[config.mk]
export PLATFORM = sky130hd
export DESIGN_NAME = audio_clk_gen
export DESIGN_NICKNAME = d
export VERILOG_FILES = /design/src/rtl/audio_clk_gen.sv
export SDC_FILE = /design/constraint.sdc
export NUM_CORES = 1
export LEC_CHECK = 0
export CORE_ASPECT_RATIO = 2
export CORE_MARGIN = 2
export CORE_UTILIZATION = 42
export CTS_CLUSTER_SIZE = 8
export DETAILED_ROUTE_END_ITERATION = 8
export PLACE_DENSITY = 0.68
export SLEW_MARGIN = 5
export SYNTH_ARGS = -nofsm -noshare
export SYNTH_HDL_FRONTEND = slang
export SYNTH_SLANG_ARGS = --single-unit
[constraint.sdc]
create_clock -name clk -period 2.31 [get_ports clk]
set_input_delay 0.3465 -clock clk [delete_from_list [all_inputs] [get_ports clk]]
set_output_delay 0.3465 -clock clk [all_outputs]
set_load 0.01 [all_outputs]
[src/rtl/audio_clk_gen.sv]
// Programmable audio clock generator: divides clk into bclk, derives lrclk and
// single-cycle rise/fall/frame strobes, with glitch-free runtime divisor updates.
module audio_clk_gen #(
   parameter int CNT_W       = 16,
   parameter int DIV_DEFAULT = 35,
   parameter int FRAME_BITS  = 32,
   parameter int FRAME_W     = 5
) (
   input  logic             clk,
   input  logic             reset,
   input  logic             en,
   input  logic             sync,
   input  logic             div_wr,
   input  logic [CNT_W-1:0] div_in,
   output logic [CNT_W-1:0] div_act,
   output logic             div_pend,
   output logic             bclk,
   output logic             bclk_rise,
   output logic             bclk_fall,
   output logic             lrclk,
   output logic             frame_strobe
);

   localparam logic [CNT_W-1:0]   DIV_RST  = CNT_W'(DIV_DEFAULT);
   localparam logic [FRAME_W-1:0] BIT_LAST = FRAME_W'(FRAME_BITS - 1);

   logic [CNT_W-1:0]   cnt_q, cnt_d;
   logic [FRAME_W-1:0] bit_cnt_q, bit_cnt_d;
   logic [CNT_W-1:0]   div_act_q, div_act_d;
   logic [CNT_W-1:0]   shadow_q, shadow_d;
   logic               div_pend_q, div_pend_d;
   logic               bclk_q, bclk_d;
   logic               lrclk_q, lrclk_d;
   logic               rise_q, rise_d;
   logic               fall_q, fall_d;
   logic               frame_q, frame_d;

   logic tc;
   logic last_bit;

   assign tc       = (cnt_q == div_act_q);
   assign last_bit = (bit_cnt_q == BIT_LAST);

   always_comb begin
      cnt_d      = cnt_q;
      bit_cnt_d  = bit_cnt_q;
      div_act_d  = div_act_q;
      shadow_d   = shadow_q;
      div_pend_d = div_pend_q;
      bclk_d     = bclk_q;
      lrclk_d    = lrclk_q;
      rise_d     = 1'b0;
      fall_d     = 1'b0;
      frame_d    = 1'b0;

      if (div_wr) begin
         shadow_d   = div_in;
         div_pend_d = 1'b1;
      end

      if (sync) begin
         cnt_d     = '0;
         bit_cnt_d = '0;
         bclk_d    = 1'b0;
         lrclk_d   = 1'b0;
         // The newest divisor takes effect at a phase restart.
         if (div_wr) begin
            div_act_d  = div_in;
            div_pend_d = 1'b0;
         end else if (div_pend_q) begin
            div_act_d  = shadow_q;
            div_pend_d = 1'b0;
         end
      end else if (en) begin
         if (tc) begin
            cnt_d  = '0;
            bclk_d = ~bclk_q;
            rise_d = ~bclk_q;
            fall_d = bclk_q;
            if (bclk_q) begin
               if (last_bit) begin
                  bit_cnt_d = '0;
                  lrclk_d   = ~lrclk_q;
                  frame_d   = lrclk_q;
               end else begin
                  bit_cnt_d = bit_cnt_q + 1'b1;
               end
               // Divisor changes only at a period boundary, where cnt restarts at 0.
               if (div_wr) begin
                  div_act_d  = div_in;
                  div_pend_d = 1'b0;
               end else if (div_pend_q) begin
                  div_act_d  = shadow_q;
                  div_pend_d = 1'b0;
               end
            end
         end else begin
            cnt_d = cnt_q + 1'b1;
         end
      end
   end

   always_ff @(posedge clk or posedge reset) begin
      if (reset) begin
         cnt_q      <= '0;
         bit_cnt_q  <= '0;
         div_act_q  <= DIV_RST;
         shadow_q   <= '0;
         div_pend_q <= 1'b0;
         bclk_q     <= 1'b0;
         lrclk_q    <= 1'b0;
         rise_q     <= 1'b0;
         fall_q     <= 1'b0;
         frame_q    <= 1'b0;
      end else begin
         cnt_q      <= cnt_d;
         bit_cnt_q  <= bit_cnt_d;
         div_act_q  <= div_act_d;
         shadow_q   <= shadow_d;
         div_pend_q <= div_pend_d;
         bclk_q     <= bclk_d;
         lrclk_q    <= lrclk_d;
         rise_q     <= rise_d;
         fall_q     <= fall_d;
         frame_q    <= frame_d;
      end
   end

   assign div_act      = div_act_q;
   assign div_pend     = div_pend_q;
   assign bclk         = bclk_q;
   assign bclk_rise    = rise_q;
   assign bclk_fall    = fall_q;
   assign lrclk        = lrclk_q;
   assign frame_strobe = frame_q;

endmodule
==> impl_results.md, run 1 <==
- Slowest stage delay, CP: 420 ps
- CTS buffer count: 9
- Hpwl dp: 3940 um
- Worst Hold Class: in2async
- Final Hold Vio Count: 0
- DR WL/cell: 15.0 um
- Final worst slack: 151 ps
- Required time of the worst setup path: 2520 ps
- CTS tree: yes
- WP data arrival: 2370 ps
- Vias in the first global route: 1876
- Total GRT Usage: 0.180
- Synthesis Warnings: 0
- Area growth from synthesis to layout: 34.5%
- Yosys reg bits: 59
- Syn Nets: 243
- Die W: 60.3 um
- Diode count: 0
- Clk buf depth: 2
- Die area: 0.00702 sq mm
- Most common cell after layout, fill and taps aside: dfrtp_1
- Crit path max fanout: 16
- Crit Path Category: reg2reg
- Bufs and invs on worst path: 2
- Asr flop ratio synth: 1.00
- Vias after detailed routing: 1839
- Final Util: 0.576
- Unrepaired setup endpoints after global routing: false
- Largest net degree at the start of global routing: 27
- Post-synth EDFFs: 0
- Worst-skew pair later-pin latency: 330 ps
- Postcts setup bufs: 0
- Tightest Pin Transition: 437 ps
- Period utilisation layout: 0.935
- Post-CTS sizing: 0
- CTS H-Tree Depth: 3
- Clk sinks: 59
- Yosys cell types: 34
- Syn Std Cell Area: 0.00266 sq mm
- First-pass GRT wire length: 9080 um
- CP Launch Type: flip-flop
- Routed WL: 5520 um
- Initial Util: 0.429
- Top delay family on crit path: simple AND/OR/NAND/NOR gates
- Seq/Total Area, Yosys: 0.556
- Clock-pin slew on the worst setup and hold paths: 50 ps
- Drt drc: 0
- Final Wtd Congestion: 0.806
- Fmax: 463 MHz
- CTS root buffer: clkbuf_16
- IO Count: 43
- Fill cells: 536
- Rel. slew slack: 0.708
- Core footprint: 0.00621 sq mm
- CP Cell Sequence: xor2_1 -> nor4_1 -> buf_4 -> nand4_2 -> o31ai_4 -> buf_12 -> mux2_2
- Final nets: 300
- Vias per std cell: 5.01
- Antenna-violating nets left: 0
- Reg area: 0.00148 sq mm
- Multi-input logic area: 0.00114 sq mm
- Avg Cell Area, Syn: 12.1 sq um
- Layout cell share with drive strength beyond 1: 0.235
- TNS Setup: 0 ps
- Initial DRC count: 44
- Fin area: 0.00358 sq mm
- Static leakage: 1.55 nW
- Maximum vdd ir drop: 0.000528 V
- MaxCap Viol Count: 0
- Final-report setup violation count: 0
- Post-layout min period: 2160 ps
- R2r setup slk: 150 ps
- PD cells: 841 mW/mm^2
- CP Capture Type: flip-flop
- IO Port Bufs: 42
- Final Max Tran Viols: 0
- Initial antenna violation count: 0
- Top FF cell, synth: dfrtp_1
- Post-Syn Instances: 219
- Crit path max-delay cell type: dfrtp_1
- Clock skew: 5.40 ps
- CTS Hold Buffers Added: 0
- Most frequent cells in the layout: dfrtp_1 (56), clkdlybuf4s50_1 (42), mux2_2 (32)
- Die Y: 117 um
- DP Worst Slack: 85.4 ps
- Post-DP Area: 0.00325 sq mm
- FP Rows: 41
- Status: complete, no violations
- Drt pass-1 iters: 4
- GRT overflow: 0
[metrics by stage]
stage,hold WS (ps),power [mW],cells
2_1_floorplan,468,1.41,219
3_3_place_gp,478,1.62,351
3_5_place_dp,487,1.64,351
4_1_cts,345,3.04,367
5_1_grt,380,3.14,367
6_report,346,3.01,367
[final cells by class]
class                      count  share of cell area
tap                           86              0.0301
clock inverter                 5              0.0217
timing repair buffer          53               0.144
clock buffer                  11              0.0650
inverter                       6             0.00629
sequential                    59               0.414
multi-input combinational    147               0.319
[Yosys cell counts (2+ instances only)]
cell type  count  area share
and3_1         4      0.0094
ha_1           3       0.014
mux2_2        32        0.14
xnor2_1        9       0.030
nand4_1        3      0.0071
dfstp_2        3       0.030
dfrtp_1       56        0.53
o21ai_0        7       0.013
nand2_1        9       0.013
a21oi_1        6       0.011
xor2_1        22       0.072
and4_1         2      0.0066
nand3_1        7       0.013
clkbuf_1       5      0.0071
and2_1         2      0.0047
inv_1          6      0.0085
nor2_1        17       0.024
nor4_1         6       0.014
nor3_1         5      0.0094
[worst register-to-register path, cell delays in order (launching register included)]
cell and delay [ps]:
dfrtp_1 420, xor2_1 160, nor4_1 290, buf_4 170
nand4_2 140, o31ai_4 310, buf_12 190, mux2_2 350
[cells by family (layout without fill, tap and decap cells)]
kind of cell,Yosys count,in the layout,share of synthesized area
mux,32,32,0.135
fa+ha+maj,3,3,0.0141
flops,59,59,0.556
compound gates,20,20,0.0522
buf+inv,13,75,0.0212
simple gates,61,61,0.119
xor+xnor,31,31,0.102
[flip-flops by register name (all words and copies together) (netlist names)]
name	cells
lrclk	1
shadow_q	16
bclk	1
div_act	16
cnt_q	16
bclk_rise	1
bclk_fall	1
div_pend	1
frame_strobe	1
bit_cnt_q	5
[metal layers]
metal / part of all wire / up-vias / wire [um] / GRT usage
met5: 0 / - / 0 / 0
met2: 0.49 / 50 / 2690 / 0.266
met3: 0.061 / 7 / 337 / 0.0631
met1: 0.43 / 895 / 2370 / 0.230
met4: 0.024 / 0 / 134 / 0.0889
li1: - / 887 / - / -
[path summary, 6_finish.rpt]
kind                                           end                    start  cells past startpoint
setup reg to reg           div_act[12]$_DFFE_PP0P_     cnt_q[8]$_DFFE_PP0P_                      7
min in group clk           shadow_q[0]$_DFFE_PP0P_  shadow_q[0]$_DFFE_PP0P_                      1
hold reg to reg            shadow_q[0]$_DFFE_PP0P_  shadow_q[0]$_DFFE_PP0P_                      1
setup / recovery           div_act[12]$_DFFE_PP0P_     cnt_q[8]$_DFFE_PP0P_                      7
hold / removal             shadow_q[2]$_DFFE_PP0P_                    reset                      2
max in group asynchronous    cnt_q[11]$_DFFE_PP0P_                    reset                      3
[report_power, final]
part | total, mW | switching, mW | internal (mW)
registers | 1.21 | 0.0782 | 1.13
logic | 0.417 | 0.170 | 0.247
clock network | 1.38 | 0.441 | 0.938
total | 3.01 | 0.689 | 2.32
No activity file was read; power rests on OpenSTA's default activity.
==> run 2, diff against run 1 <==
RECOVER_POWER = 25   (was default)
==> impl_results.md, run 2 (synthesis results as in run 1) <==
- Clock skew: 5.40 ps
- Static leakage: 1.55 nW
- Tightest Pin Transition: 778 ps
- Status: complete, no violations
- Placed insts: 351
- Worst Hold Class: reg2reg
- Postcts setup bufs: 0
- Initial Util: 0.429
- Initial DRC count: 45
- Final Max Tran Viols: 0
- CTS buffer count: 9
- Post-layout min period: 2160 ps
- Vias per std cell: 5.03
- Diode count: 0
- MaxCap Viol Count: 0
- DR WL/cell: 15.0 um
- Required time of the worst setup path: 2520 ps
- Hpwl dp: 3940 um
- Final Wtd Congestion: 0.806
- Fill cells: 536
- Core footprint: 0.00621 sq mm
- Most frequent cells in the layout: dfrtp_1 (56), clkdlybuf4s50_1 (40), mux2_2 (32)
- Die Y: 117 um
- Logic pwr share: 0.138
- Sequential share of power: 0.403
- Die W: 60.3 um
- TNS Setup: 0 ps
- Final Hold Slack: 493 ps
- Fmax: 463 MHz
- Area growth from synthesis to layout: 34.4%
- Initial antenna violation count: 0
- IO Count: 43
- Final Hold Vio Count: 0
- Worst-skew pair later-pin latency: 330 ps
- Drt pass-1 iters: 4
- Vias after detailed routing: 1846
- Power, Total: 3.01 mW
- Clk pwr share: 0.459
- CP Capture Type: flip-flop
- Unrepaired setup endpoints after global routing: false
- Rel. slew slack: 0.481
- Layout cell share with drive strength beyond 1: 0.228
- CTS tree: yes
- IO Port Bufs: 42
- Most common cell after layout, fill and taps aside: dfrtp_1
- Pint: 2.32 mW
- Crit path max fanout: 16
- CTS Hold Buffers Added: 0
- WP data arrival: 2370 ps
- Largest net degree at the start of global routing: 27
- CTS root buffer: clkbuf_16
- Total GRT Usage: 0.180
- Switching share of total power: 0.229
- PD cells: 841 mW/mm^2
- Die area: 0.00702 sq mm
- Clk sinks: 59
- Routed WL: 5520 um
- Final worst slack: 151 ps
- Antenna-violating nets left: 0
- Vias in the first global route: 1876
- Crit Path Category: reg2reg
- Switching power: 0.690 mW
- Final-report setup violation count: 0
- DP Worst Slack: 85.4 ps
- First-pass GRT wire length: 9080 um
- Final cell count without fillers: 367
- Final nets: 300
- Maximum vdd ir drop: 0.000528 V
- FP Rows: 41
- Clk buf depth: 2
- Clock-pin slew on the worst setup and hold paths: 50 ps
- GRT overflow: 0
- CP Launch Type: flip-flop
- Drt drc: 0
- Period utilisation layout: 0.935
- CTS H-Tree Depth: 3
-- run 2: cell type report --
cell class / instances / area (sq um) / share of cell area
flip-flops and latches: 59 / 1480 / 0.414
multi-input cells: 147 / 1140 / 0.320
repair buffers: 53 / 512 / 0.143
clock buffers: 11 / 233 / 0.0651
well taps: 86 / 108 / 0.0301
clock inverters: 5 / 77.6 / 0.0217
inverters: 6 / 22.5 / 0.00630
-- run 2: worst max-delay path, stage by stage, from the launching register on --
cell and delay (ps):
dfrtp_1 420, xor2_1 160, nor4_1 290, buf_4 170, nand4_2 140, o31ai_4 310, buf_12 180, mux2_2 350
-- run 2: timing repair --
action	CTS	global route
endpoints found under the setup margin	0	17
endpoints found under the hold margin	0	0
gates resized for setup	0	3
-- run 2: final timing paths --
path | start | end | slack, ps | cells past startpoint
max | cnt_q[8]$_DFFE_PP0P_ | div_act[12]$_DFFE_PP0P_ | 150 | 7
max reg2reg | cnt_q[8]$_DFFE_PP0P_ | div_act[12]$_DFFE_PP0P_ | 150 | 7
min in group asynchronous | reset | shadow_q[4]$_DFFE_PP0P_ | 610 | 2
max in group asynchronous | reset | cnt_q[1]$_DFFE_PP0P_ | 600 | 3
min reg2reg | shadow_q[0]$_DFFE_PP0P_ | shadow_q[0]$_DFFE_PP0P_ | 490 | 1
min | shadow_q[0]$_DFFE_PP0P_ | shadow_q[0]$_DFFE_PP0P_ | 490 | 1
-- run 2: layer usage --
metal / vias up / routed length, um / GRT usage
met5: - / 0 / 0
met4: 0 / 134 / 0.0889
met3: 7 / 327 / 0.0631
met2: 48 / 2680 / 0.266
met1: 905 / 2380 / 0.230
li1: 886 / - / -
-- run 2: through the flow --
step           area [sq um]   util
6_report               3570  0.576
2_1_floorplan          2660      -
3_3_place_gp           3250  0.523
5_1_grt                3570  0.576
3_5_place_dp           3250  0.523
4_1_cts                3560  0.573
-- run 2: power by group through the flow --
stage          Combinational [mW]  Clock, mW  Sequential (mW)
2_1_floorplan               0.180          0             1.23
3_3_place_gp                0.400          0             1.22
3_5_place_dp                0.410          0             1.23
4_1_cts                     0.413       1.42             1.21
5_1_grt                     0.451       1.46             1.22
6_report                    0.416       1.38             1.21
==> run 3, diff against run 2 <==
PLACE_DENSITY = 0.65   (was 0.68)
clock period = 2.4 ns   (was 2.31 ns; I/O delays follow)
==> impl_results.md, run 3 (synthesis results as in run 1) <==
- CTS buffer count: 9
- CP Capture Type: flip-flop
- Die W: 60.3 um
- Area growth from synthesis to layout: 32.8%
- Clk buf depth: 2
- PD cells: 792 mW/mm^2
- Layout cell share with drive strength beyond 1: 0.217
- Slowest stage delay, CP: 540 ps
- WP data arrival: 2510 ps
- Worst Hold Class: reg2reg
- Vias in the first global route: 1801
- Status: complete, no violations
- Final Max Tran Viols: 0
- Vias per std cell: 5.00
- CP Launch Type: flip-flop
- Final worst slack: 96.2 ps
- Postcts setup bufs: 0
- CTS Hold Buffers Added: 0
- R2r setup slk: 100 ps
- DP Worst Slack: 94.8 ps
- Die Y: 117 um
- Hpwl dp: 3820 um
- CTS root buffer: clkbuf_16
- MaxCap Viol Count: 0
- Most frequent cells in the layout: dfrtp_1 (56), clkdlybuf4s50_1 (41), mux2_2 (32)
- CP Cell Sequence: xor2_1 -> nor4_1 -> nand4_2 -> o31ai_4 -> buf_12 -> mux2_2
- Routed WL: 5250 um
- Final nets: 296
- Crit Path Category: reg2reg
- Drt pass-1 iters: 4
- Diode count: 0
- Tightest Pin Transition: 917 ps
- Core footprint: 0.00621 sq mm
- DR WL/cell: 14.5 um
- Static leakage: 1.52 nW
- Clk sinks: 59
- WHS Path Cells: 1
- Largest net degree at the start of global routing: 38
- Vias after detailed routing: 1814
- Period utilisation layout: 0.960
- Most common cell after layout, fill and taps aside: dfrtp_1
- Worst R2R Path Depth: 6
- Final Hold Vio Count: 0
- Worst-skew pair later-pin latency: 320 ps
- Placed insts: 347
- First-pass GRT wire length: 8620 um
- IO Port Bufs: 42
- TNS Setup: 0 ps
- Required time of the worst setup path: 2600 ps
- GRT overflow: 0
- Antenna-violating nets left: 0
- Crit path max-delay cell type: nor4_1
- Initial antenna violation count: 0
- Power, Total: 2.80 mW
- Maximum vdd ir drop: 0.000516 V
- Die area: 0.00702 sq mm
- Final cell count without fillers: 363
- Final Wtd Congestion: 0.764
- Rel. slew slack: 0.388
- IO Count: 43
- Final-report setup violation count: 0
- Initial DRC count: 43
- CTS tree: yes
- Initial Util: 0.429
- Unrepaired setup endpoints after global routing: false
- Post-layout min period: 2300 ps
- Post-CTS sizing: 0
- Total GRT Usage: 0.169
- FP Rows: 41
- Drt drc: 0
- Crit path max fanout: 16
- Final Util: 0.569
- Clock skew: 6.17 ps
- Clock-pin slew on the worst setup and hold paths: 50 ps
- CTS H-Tree Depth: 3
- Fmax: 434 MHz
[run 3: routing by layer]
layer  GRT usage  routed length (um)  up-vias
met1       0.212                2290      895
li1            -                   -      873
met4      0.0800                  77        0
met2       0.259                2600       41
met5           0                   0        -
met3      0.0554                 274        5
[run 3: stage by stage]
stage	hold slack (ps)	cell area [sq um]
5_1_grt	511	3530
3_5_place_dp	481	3230
2_1_floorplan	468	2660
4_1_cts	406	3530
6_report	493	3530
3_3_place_gp	480	3230
[run 3: worst paths after layout]
check / startpoint / to
setup / recovery: cnt_q[8]$_DFFE_PP0P_ / div_act[3]$_DFFE_PP0P_
hold / removal: shadow_q[1]$_DFFE_PP0P_ / shadow_q[1]$_DFFE_PP0P_
setup reg to reg: cnt_q[8]$_DFFE_PP0P_ / div_act[3]$_DFFE_PP0P_
hold reg to reg: shadow_q[1]$_DFFE_PP0P_ / shadow_q[1]$_DFFE_PP0P_
max in group asynchronous: reset / div_act[5]$_DFFE_PP1P_
min in group asynchronous: reset / bit_cnt_q[4]$_DFFE_PP0P_
[run 3: where the power goes]
group          total (mW)  internal (mW)  switching (mW)  leakage (nW)
clock                1.25          0.806           0.439         0.142
sequential           1.16           1.09          0.0745         0.746
combinational       0.388          0.234           0.154         0.636
total                2.80           2.13           0.668          1.52
[run 3: cell type report]
class	instances	area (sq um)
Clock buffer	9	225
Timing Repair Buffer	49	498
Sequential cell	59	1480
Inverter	6	22.5
Clock inverter	7	76.3
Tap cell	86	108
Fill cell	533	2670
Multi-Input combinational cell	147	1120
[run 3: critical path: cells and delay by family (launching register included)]
kind	cells	cell delay [ps]
flip-flops	1	420
AND/OR/NAND/NOR	2	750
AO/OA/AOI/OAI	1	320
multiplexers	1	340
buffers and inverters	1	190
XOR/XNOR	1	160
==> RTL edit, RTL diff (settings of run 1) <==
The output `bclk_fall` loses its register stage (`fall_q` becomes a continuous assignment).
--- a/src/rtl/audio_clk_gen.sv
+++ b/src/rtl/audio_clk_gen.sv
@@ -110,7 +110,6 @@
          bclk_q     <= 1'b0;
          lrclk_q    <= 1'b0;
          rise_q     <= 1'b0;
-         fall_q     <= 1'b0;
          frame_q    <= 1'b0;
       end else begin
          cnt_q      <= cnt_d;
@@ -121,10 +120,11 @@
          bclk_q     <= bclk_d;
          lrclk_q    <= lrclk_d;
          rise_q     <= rise_d;
-         fall_q     <= fall_d;
          frame_q    <= frame_d;
       end
    end
+
+   assign fall_q = fall_d;
 
    assign div_act      = div_act_q;
    assign div_pend     = div_pend_q;
Behaviour: not the same (Yosys sat finds a counterexample within 4 cycles, from zero or initial values and one cycle with reset high).
==> RTL edit against run 1 <==
  * The flow now finishes with violations (setup timing)
  * Worst setup slack lost 0.24 ns
  * Sequential cell count down 1
  * Power rose by 2.8%
  * Final area grew 10%
  * Area after synthesis fell by 0.94%
  * Critical path depth rose by 1
  * Sequential power shrank 3%
  * Routed wire length up 12%
  * Critical path type unchanged
==> RTL edit: results (changes against run 1) <==
metric,value,unit,change
gr usage total,20.15,%,+2.2 points
post-CTS sizing,25,,+25
n_taps,84,,-2.3%
"Net Count, Synth",242,,-0.41%
Met2 Routed Length,3447,um,+28%
Tightest Pin Transition,0.4860,ns,+0.04885 ns
GPL Wtd Cong,0.8041,,-0.17%
routed wl met3,164,um,-51%
wire per inst,15.33,um,+1.9%
setup bufs post-CTS,3,,+3
"top cells by count, synth","55 x dfrtp_1, 32 x mux2_2, 22 x xor2_1",,
Setup WS pre-CTS,-0.2123,ns,-0.2978 ns
placed cell area,3485,um2,+7.2%
share of cells above drive strength 1,34.06,%,+11 points
area delta synth->final,49.57,%,
Final #Nets,340,,+13%
area taken by multi-input logic gates,1214,um2,+6.2%
final instance count without filler cells,404,,+10%
routed length on met1,2339,um,-1.1%
Worst Slack Setup Final,-0.08736,ns,-0.2380 ns
r2r worst-path depth,8,,+1
largest net degree at the start of global routing,38,,+41%
total CTS buffers,9,,unchanged
slowest CP cell,dfrtp_1,,
global-route wire length before repair,10120,um,+11%
met1 usage,22.12,%,-0.91 points
CP Data Arrival Time,2.60,ns,+0.23 ns
clock buf count,13,,+2
failing checks,setup timing,,
Post-DP HPWL,4337,um,+10%
CP peak stage delay,0.39,ns,-0.03 ns
multiplexer share of the synthesized area,13.68,%,+0.13 points
status,finished with violations,,
XOR/XNOR Fraction of Synth Area,10.30,%,+0.097 points
register area share after synthesis,55.22,%,-0.42 points
Data buffer area share,21.30,%,+6.9 points
Synth area leaders,"dfrtp_1 52%, mux2_2 14%, xor2_1 7.3%",,
Worst Setup EP,div_act[4],,
GRT met2 Usage,33.70,%,+7.1 points
CP max FO,6,,-10
Leakage Power,0.001819,uW,+17%
Seq. cell area,1455,um2,-1.7%
met3 Resource Use GR,5.804,%,-0.51 points
DR vias,2024,,+10%
clk_skew,0.003329,ns,-0.002071 ns
Clock buf/inv share,7.746,%,-0.93 points
final setup violation count,17,,+17
setup TNS,-1.098,ns,-1.098 ns
fill count,474,,-12%
adder-cell area share of the yosys netlist,1.425,%,+0.013 points
worst ir drop on vdd,0.5245,mV,-0.60%
Avg Inst Size Synth,12.09,um2,-0.49%
Compound-Gate Fraction of Synth Area,5.271,%,+0.050 points
first drt pass iteration count,4,,unchanged
register bit total from synthesis,58,,-1.7%
-- RTL edit: cell types whose count changed after synthesis --
cell and delta:
dfrtp_1 -1
-- RTL edit: how the worst min path moves through the flow --
stage | cells past startpoint | slack (ns) | startpoint | endpoint
6_report | 2 | 0.37 | reset | div_act[10]
5_1_grt | 2 | 0.42 | reset | div_act[10]
4_1_cts | 2 | 0.38 | reset | cnt_q[12]
3_5_place_dp | 1 | 0.49 | shadow_q[4] | shadow_q[4]
3_3_place_gp | 1 | 0.48 | shadow_q[3] | shadow_q[3]
2_1_floorplan | 1 | 0.47 | shadow_q[0] | shadow_q[0]
-- RTL edit: critical path, delay by kind of cell, from the launching register on --
family	cells	cell delay, ns
buffers and inverters	3	0.54
and+or+nand+nor	2	0.46
DFF	1	0.39
AOI/OAI and AO/OA	1	0.38
muxes	1	0.31
xor gates and xnor gates	1	0.19
-- RTL edit: power by group --
part           total, uW  switching, uW  internal, uW
Sequential          1170           56.4          1120
Clock               1330            420           913
Combinational        588            227           362
